File: src/rtl/muldiv_hilo_unit.sv
// Iterative multiply/divide unit that owns the HI/LO registers.
// Signed operands are reduced to magnitudes at start and sign-corrected in the FIX cycle.
module muldiv_hilo_unit #(
  parameter int          WIDTH     = 32,
  parameter logic [31:0] DIV0_QUOT = 32'hFFFF_FFFF
) (
  input  logic             clk,
  input  logic             rst,
  input  logic             start,
  input  logic [1:0]       op,
  input  logic [WIDTH-1:0] rs,
  input  logic [WIDTH-1:0] rt,
  input  logic             mthi,
  input  logic             mtlo,
  input  logic [WIDTH-1:0] wdata,
  output logic [WIDTH-1:0] hi,
  output logic [WIDTH-1:0] lo,
  output logic             busy,
  output logic             done,
  output logic             div_by_zero
);

  typedef enum logic [1:0] {
    ST_IDLE = 2'd0,
    ST_RUN  = 2'd1,
    ST_FIX  = 2'd2
  } state_t;

  function automatic logic [31:0] neg32(input logic [31:0] x);
    return ~x + 32'd1;
  endfunction

  function automatic logic [63:0] neg64(input logic [63:0] x);
    return ~x + 64'd1;
  endfunction

  state_t      state_r, state_nxt_s;
  logic [4:0]  cnt_r;
  logic [1:0]  op_r;
  logic        neg_res_r, neg_rem_r;
  logic [31:0] rs_orig_r, opnd_r, rem_r;
  logic [63:0] acc_r;
  logic [31:0] hi_r, lo_r;
  logic        busy_r, done_r, dbz_r;

  logic        accept_s, sgn_a_s, sgn_b_s, div0_s;
  logic [31:0] mag_a_s, mag_b_s, div_rem_s, quo_fix_s, rem_fix_s;
  logic [32:0] mul_sum_s, rem_sh_s, diff_s;
  logic [63:0] prod_fix_s;

  // Operand capture: signs only matter for MULT/DIV (op[0]=0).
  always_comb begin
    accept_s = (state_r == ST_IDLE) && start;
    sgn_a_s  = ~op[0] && rs[31];
    sgn_b_s  = ~op[0] && rt[31];
    mag_a_s  = sgn_a_s ? neg32(rs) : rs;
    mag_b_s  = sgn_b_s ? neg32(rt) : rt;
  end

  // One shift-add or restoring-subtract step, plus final sign correction.
  always_comb begin
    if (acc_r[0]) begin
      mul_sum_s = {1'b0, acc_r[63:32]} + {1'b0, opnd_r};
    end else begin
      mul_sum_s = {1'b0, acc_r[63:32]};
    end
    rem_sh_s   = {rem_r, acc_r[31]};
    diff_s     = rem_sh_s - {1'b0, opnd_r};
    div_rem_s  = diff_s[32] ? rem_sh_s[31:0] : diff_s[31:0];
    div0_s     = op_r[1] && (opnd_r == 32'd0);
    prod_fix_s = neg_res_r ? neg64(acc_r) : acc_r;
    quo_fix_s  = neg_res_r ? neg32(acc_r[31:0]) : acc_r[31:0];
    rem_fix_s  = neg_rem_r ? neg32(rem_r) : rem_r;
  end

  // Next-state logic.
  always_comb begin
    state_nxt_s = state_r;
    case (state_r)
      ST_IDLE: begin
        if (start) begin
          state_nxt_s = ST_RUN;
        end else begin
          state_nxt_s = ST_IDLE;
        end
      end
      ST_RUN: begin
        if (cnt_r == 5'd31) begin
          state_nxt_s = ST_FIX;
        end else begin
          state_nxt_s = ST_RUN;
        end
      end
      ST_FIX:  state_nxt_s = ST_IDLE;
      default: state_nxt_s = ST_IDLE;
    endcase
  end

  // State register.
  always_ff @(posedge clk or posedge rst) begin
    if (rst) begin
      state_r <= ST_IDLE;
    end else begin
      state_r <= state_nxt_s;
    end
  end

  // Iteration datapath; for divide acc_r[31:0] holds the dividend/quotient.
  always_ff @(posedge clk or posedge rst) begin
    if (rst) begin
      cnt_r     <= 5'd0;
      op_r      <= 2'd0;
      neg_res_r <= 1'b0;
      neg_rem_r <= 1'b0;
      rs_orig_r <= 32'd0;
      opnd_r    <= 32'd0;
      rem_r     <= 32'd0;
      acc_r     <= 64'd0;
    end else if (accept_s) begin
      cnt_r     <= 5'd0;
      op_r      <= op;
      neg_res_r <= sgn_a_s ^ sgn_b_s;
      neg_rem_r <= sgn_a_s;
      rs_orig_r <= rs;
      rem_r     <= 32'd0;
      if (op[1]) begin
        acc_r  <= {32'd0, mag_a_s};
        opnd_r <= mag_b_s;
      end else begin
        acc_r  <= {32'd0, mag_b_s};
        opnd_r <= mag_a_s;
      end
    end else if (state_r == ST_RUN) begin
      cnt_r <= cnt_r + 5'd1;
      if (op_r[1]) begin
        acc_r <= {32'd0, acc_r[30:0], ~diff_s[32]};
        rem_r <= div_rem_s;
      end else begin
        acc_r <= {mul_sum_s, acc_r[31:1]};
      end
    end
  end

  // HI/LO: result at the FIX edge, MTHI/MTLO only when idle and not starting.
  always_ff @(posedge clk or posedge rst) begin
    if (rst) begin
      hi_r <= 32'd0;
      lo_r <= 32'd0;
    end else if (state_r == ST_FIX) begin
      if (div0_s) begin
        hi_r <= rs_orig_r;
        lo_r <= DIV0_QUOT;
      end else if (op_r[1]) begin
        hi_r <= rem_fix_s;
        lo_r <= quo_fix_s;
      end else begin
        hi_r <= prod_fix_s[63:32];
        lo_r <= prod_fix_s[31:0];
      end
    end else if ((state_r == ST_IDLE) && !start) begin
      if (mthi) begin
        hi_r <= wdata;
      end
      if (mtlo) begin
        lo_r <= wdata;
      end
    end
  end

  // Registered status flags.
  always_ff @(posedge clk or posedge rst) begin
    if (rst) begin
      busy_r <= 1'b0;
      done_r <= 1'b0;
      dbz_r  <= 1'b0;
    end else begin
      busy_r <= (state_nxt_s != ST_IDLE);
      done_r <= (state_r == ST_FIX);
      dbz_r  <= (state_r == ST_FIX) && div0_s;
    end
  end

  assign hi          = hi_r;
  assign lo          = lo_r;
  assign busy        = busy_r;
  assign done        = done_r;
  assign div_by_zero = dbz_r;

endmodule

File: config.mk
export PLATFORM = sky130hd
export DESIGN_NAME = muldiv_hilo_unit
export DESIGN_NICKNAME = d
export VERILOG_FILES = /design/src/rtl/muldiv_hilo_unit.sv
export SDC_FILE = /design/constraint.sdc
export NUM_CORES = 1
export LEC_CHECK = 0
export CORE_AREA = 2 2 178 180
export CTS_CLUSTER_DIAMETER = 100
export CTS_CLUSTER_SIZE = 20
export DETAILED_ROUTE_END_ITERATION = 10
export DIE_AREA = 0 0 180 182
export PLACE_DENSITY = 0.88
export SLEW_MARGIN = 20
export SYNTH_ARGS = -nofsm -noshare
export SYNTH_HDL_FRONTEND = slang
export SYNTH_SLANG_ARGS = --single-unit
File: constraint.sdc
create_clock -name clk -period 10.2 [get_ports clk]
set_input_delay 2.04 -clock clk [delete_from_list [all_inputs] [get_ports clk]]
set_output_delay 2.04 -clock clk [all_outputs]
set_load 0.1 [all_outputs]
# [Yosys cells after proc, flatten, opt, wreduce, memory -nomap -nowiden]
# Cells that the tools add are included.
[classes] n_bitwise=8 n_reduce_logical=18 n_addsub=8 n_eq_ne=3 n_mux=30
[op_table] op="32-bit 2-to-1 mux" count=20
[op_table] op="64-bit 2-to-1 mux" count=4
[op_table] op="32-bit by 1-bit adder with 32-bit output, second input constant" count=4
[op_table] op="32-bit inverter" count=4
[op_table] op="64-bit by 1-bit adder with 64-bit output, second input constant" count=1
[op_table] op="64-bit inverter" count=1
[op_table] op="32-bit by 32-bit adder with 33-bit output" count=1
[op_table] op="33-bit 2-to-1 mux" count=1
[op_table] op="33-bit by 32-bit subtractor with 33-bit output" count=1
[op_table] op="32-bit zero test" count=1
[op_table] op="2-bit nonzero test" count=6
[op_table] op="5-bit 2-to-1 mux" count=2
[op_table] op="1-bit logical AND" count=6
[op_table] op="2-bit AND reduction" count=3
[op_table] op="5-bit by 1-bit adder with 5-bit output, second input constant" count=1
[op_table] op="5-bit == test, second input constant" count=1
[op_table] op="2-bit case mux with 2 select lines" count=1
[op_table] op="2-bit by 1-bit == test with 1-bit output, second input constant" count=1
[op_table] op="2-bit == test, second input constant" count=1
[op_table] op="2-bit zero test" count=1
[op_table] op="2-bit 2-to-1 mux" count=1
[op_table] op="1-bit inverter" count=2
[op_table] op="1-bit zero test" count=1
[op_table] op="1-bit 2-to-1 mux" count=1
[op_table] op="1-bit bitwise XOR" count=1
[word_totals] regBits=238 out_inout_bits=67 in_bits=103 word_cells=81

# [Logic depth before layout (Yosys ltp)]
[depth] depth_word=6 mapped_depth=14

# [Worst setup path after synthesis]
# OpenSTA, ideal clock, no wires.
[synth_path] path_type="in2reg" start="in rs[8]" end="reg acc_r[27]" stages=9 t_required_ns=10.059 arrival_time_ns=4.164 setup_ns=0.141 slack_ns=5.896 cell_sequence="or4_1 -> nor4_1 -> nand3b_1 -> nor4_1 -> nor2_1 -> xnor2_1 -> nand2_1 -> o21ai_0 -> o221ai_1"
[synth_between] elab_chain_len=5
[synth_rtl] element="from (decl)" line="11" text="input logic [WIDTH-1:0] rs,"
[synth_rtl] element="32-bit inverter" line="30" text="return ~x + 32'd1;"
[synth_rtl] element="32-bit by 1-bit adder with 32-bit output" line="30"
[synth_rtl] element="32-bit 2-to-1 mux" line="56" text="mag_a_s = sgn_a_s ? neg32(rs) : rs;"
[synth_rtl] element="32-bit 2-to-1 mux" line="126" text="if (op[1]) begin"
[synth_rtl] element="64-bit 2-to-1 mux" line="119" text="end else if (accept_s) begin"
[synth_rtl] element="to (signal assigned)" line="127" text="acc_r <= {32'd0, mag_a_s};"
[synth_rtl] element="to (signal assigned)" line="130" text="acc_r <= {32'd0, mag_b_s};"
[synth_rtl] element="to (signal assigned)" line="136" text="acc_r <= {32'd0, acc_r[30:0], ~diff_s[32]};"
[synth_rtl] element="to (decl)" line="42" text="logic [63:0] acc_r;"
# Every way passes these cells.
# A chain may end at the register's enable or synchronous reset.

# [Final worst setup path]
# Ends and elaborated chain as after synthesis.

==> impl_summary.txt <==
----------------------------------------------------
[Run status]
  Status ... finished, final reports clean

[Synth]
  Top FF cell, synth ... sky130_fd_sc_hd__dfrtp_1
  Post-synthesis net count ... 2426
  Synthesized area per cell ... 7.98 um2
  Post-synthesis async set-or-reset flop share ... 1.00
  Yosys warnings ... 0
  Distinct cell type count of the synthesized netlist ... 74
  Post-synthesis cell count ... 2251
  Netlist area before placement ... between 15000 and 20000 um2
  Register area share after synthesis ... 0.330
  Number of synthesized register bits ... about 240
  Number of synthesized flops with an enable pin ... 0

[Critical path]
  Start point of the critical path ... rs[8]
  Worst reg2reg path startpoint ... acc_r[31]
  Arrival time of data at the critical path endpoint ... about 5400 ps
  Maximum fanout along the worst path ... 5
  FF-to-FF setup slack ... 5890 ps
  Category of the worst setup path launch point ... primary input
  Worst-case reg-to-reg path depth ... 13
  Path type of the worst setup path ... in -> reg
  CP Data Required Time ... 10550 ps
  Reg-to-Reg End ... rem_r[0]
  Worst Setup End Kind ... flop
  Crit path capture ... acc_r[27]

[Route]
  Wire length reported by the detailed router ... 63300 um
  Drt via density ... 6.78
  Average detailed-routed wire length per instance ... about 23 um
  Post-detailed-route count of antenna-violating nets ... 0
  Routed vias ... 18441
  DRC violation count after routing ... 0
  Number of detailed-routing iterations run before antenna repair ... 7
  Drt initial violations ... between 2000 and 2500

[Clock tree]
  TritonCTS clock tree ... done
  CTS Root Buffer Type ... sky130_fd_sc_hd__clkbuf_16
  Total of hold buffers inserted after clock tree synthesis ... 0
  Clock insertion delay at the later pin of the skew report ... 520 ps
  Largest buffer count on any clock path ... 3
  Deepest level of the CTS H-tree ... 1
  Post-CTS setup-driven buffer insertion count ... 0
  Clock-pin slew on the worst setup and hold paths ... 90 ps
  Number of clock sinks ... between 200 and 250
  CTS resizes ... 0
  Cts bufs inserted ... 16

[Global route]
  Via count of the first global-routing pass ... between 15000 and 20000
  Combined global-route utilization of all metal layers ... 0.376
  Number of antenna violations at the first check in global routing ... 1
  Remaining Overflow, GRT ... 0
  Pin count of the biggest net entering global routing ... 104
  Wire length of the first global-routing pass ... just under 100000 um

[Timing]
  Count of endpoints failing setup in the final report ... 0
  RSZ-0062 raised after global routing ... false
  Slew at the pin closest to its max-slew limit ... between 1000 and 1500 ps
  Clock tree skew after final layout ... between 20 and 25 ps
  Setup tns final ... 0 ps
  Minimum clock period after layout ... about 5100 ps
  Post-route clock period utilization ... 0.496
  Upper clock frequency limit ... approximately 0.2 GHz
  Headroom to the max-slew limit ... 0.297
  Number of failing hold endpoints at the final stage ... 0
  Pins Over Slew Limit ... 0

[Pwr]
  Proportion of power drawn by the clock network ... 0.093
  Proportion of total power due to net switching ... 0.550
  Net switching component of the power ... just under 4 mW
  Combinational share of power ... 0.634
  Final Power ... between 7 and 8 mW
  Cell internal pwr ... approximately 3.2 mW
  Sequential power share ... 0.274
  Maximum resistive drop on vdd ... roughly 0.00029 V
  Total power divided by cell area ... 350 nW/um2
  Leakage power ... approximately 8.5 nW

[Flow run]
  Maximum capacitance violations ... 0

[Floorplanning]
  # rows ... 65
  Vertical die dimension ... approximately 180 um
  Die Area ... ~33000 um2
  Placeable Area ... 31000 um2
  Io pins ... 170
  DIE WIDTH ... 180 um
  Initial cell density of the core ... 0.580

[Layout]
  Count of placed standard cells in the final layout, fillers left out ... roughly 2700
  Leading cell types in the layout, fill and taps excluded ... sky130_fd_sc_hd__nand2_1 (335), sky130_fd_sc_hd__o21ai_0 (235), sky130_fd_sc_hd__dfrtp_1 (235)
  Number of nets in the layout ... 2490
  Area added between synthesis and finish ... 12.7%
  Fin util ... 0.653
  Cell area after layout ... about 20000 um2
  Antenna Diode Count ... 0
  Leading cell type in the layout, fill and taps excluded ... sky130_fd_sc_hd__nand2_1
  Proportion of layout cells with a drive suffix above 1 ... 0.0345

[Place]
  RD Place Congestion ... about 1.0
  # port buffers ... about 170
  Post-DP HPWL ... between 40000 and 50000 um
  Placed standard-cell area ... about 20000 um2
  Placed Cells ... 2699

[Min path]
  Path category of the worst min-delay check ... reg -> reg

----------------------------------------------------
-- power by group through the flow --
stage	logic (mW)	clock network, mW	registers [mW]
final	4.48	0.657	1.94
after global placement	4.24	0	1.88
after global routing	4.81	0.684	1.95
after detailed placement	4.37	0	1.91
after floorplan	2.66	0	2.36
after CTS	4.39	0.652	1.89
-- stage by stage --
step	hold WS, ps	worst slack, ps
5_1_grt	503	4770
6_report	486	5140
3_5_place_dp	466	4720
3_3_place_gp	460	4820
2_1_floorplan	445	1660
4_1_cts	486	5200
-- cells in the mapped netlist, types with 7 or more instances --
cell type                  number  share of area
sky130_fd_sc_hd__nand4_1       15         0.0052
sky130_fd_sc_hd__o22ai_1       46          0.016
sky130_fd_sc_hd__inv_1         73          0.015
sky130_fd_sc_hd__nor3_1        37          0.010
sky130_fd_sc_hd__a31o_2         8         0.0039
sky130_fd_sc_hd__a22oi_1       19         0.0079
sky130_fd_sc_hd__nand2b_1      27         0.0094
sky130_fd_sc_hd__a21oi_1      184          0.051
sky130_fd_sc_hd__a21o_1        23         0.0096
sky130_fd_sc_hd__o22a_1         9         0.0044
sky130_fd_sc_hd__nor2_1       155          0.032
sky130_fd_sc_hd__o21ai_1       24         0.0067
sky130_fd_sc_hd__or3_1         28         0.0098
sky130_fd_sc_hd__buf_2          9         0.0025
sky130_fd_sc_hd__xnor2_1      128          0.062
sky130_fd_sc_hd__o21ai_0      235          0.065
sky130_fd_sc_hd__clkbuf_1     112          0.023
sky130_fd_sc_hd__nand2_1      336          0.070
sky130_fd_sc_hd__a222oi_1      10         0.0056
sky130_fd_sc_hd__buf_1         18         0.0038
sky130_fd_sc_hd__xor2_1        75          0.037
sky130_fd_sc_hd__a211oi_1      18         0.0075
sky130_fd_sc_hd__or4_1         17         0.0071
sky130_fd_sc_hd__nor4_1        22         0.0077
sky130_fd_sc_hd__o211ai_1      20         0.0084
sky130_fd_sc_hd__or2_2          7         0.0024
sky130_fd_sc_hd__and2_1         7         0.0024
sky130_fd_sc_hd__and3_1         8         0.0028
sky130_fd_sc_hd__o221ai_1      10         0.0049
sky130_fd_sc_hd__ha_1          70          0.049
sky130_fd_sc_hd__o31ai_1       41          0.017
sky130_fd_sc_hd__o41ai_1       15         0.0073
sky130_fd_sc_hd__nand3_1       29         0.0081
sky130_fd_sc_hd__a31oi_1       16         0.0056
sky130_fd_sc_hd__a21boi_0       7         0.0029
sky130_fd_sc_hd__mux2i_1       71          0.040
sky130_fd_sc_hd__dfrtp_1      237           0.33
-- state kept, by name, indices dropped and copies added (netlist names), 2 cells and up --
name and cells:
acc_r 64, cnt_r 5, hi 32, lo 32, opnd_r 32, rem_r 32, rs_orig_r 32, state_r 2
-- routing by layer --
layer | share of wire | routed length [um] | vias to the layer above | global-route usage
met5 | 0.00017 | 11 | - | 0
met4 | 0.057 | 3630 | 2 | 0.176
met3 | 0.13 | 8020 | 196 | 0.0762
met2 | 0.42 | 26900 | 1364 | 0.570
met1 | 0.39 | 24800 | 8685 | 0.518
li1 | - | - | 8194 | -
-- kinds of logic after synthesis --
kind of cell               share of synthesized area
DFF                                            0.330
and+or+nand+nor                                0.183
muxes                                         0.0421
xor gates and xnor gates                      0.0990
AOI/OAI and AO/OA                              0.248
adders and majority gates                     0.0510
buffers and inverters                         0.0469
-- area by class of cell --
cell class / instances / area [um2]
inverters: 73 / 282
multi-input cells: 1798 / 11200
repair buffers: 189 / 1840
fillers: 2530 / 10700
clock buffers: 18 / 429
clock inverters: 3 / 27.5
flip-flops and latches: 237 / 5940
well taps: 402 / 503
-- worst max-delay path, stage by stage --
cell and delay, ps:
sky130_fd_sc_hd__clkdlybuf4s50_1 480, sky130_fd_sc_hd__or4_1 610, sky130_fd_sc_hd__nor4_1 590, sky130_fd_sc_hd__nand3b_1 300, sky130_fd_sc_hd__nor4_1 710, sky130_fd_sc_hd__nor2_1 110, sky130_fd_sc_hd__xnor2_1 200, sky130_fd_sc_hd__nand2_1 70
sky130_fd_sc_hd__o21ai_0 130, sky130_fd_sc_hd__o221ai_1 160
-- worst min-delay path by stage --
stage | start | end | slack, ps | cells after the start
after global placement | lo[12] | lo[12] | 460 | 2
after detailed placement | rs_orig_r[28] | rs_orig_r[28] | 470 | 2
after CTS | rs_orig_r[18] | rs_orig_r[18] | 490 | 2
final | lo[19] | lo[19] | 490 | 2
after global routing | rs_orig_r[27] | rs_orig_r[27] | 500 | 2
after floorplan | rs_orig_r[17] | rs_orig_r[17] | 450 | 2
Note: power is estimated with default switching activity, not from simulation.
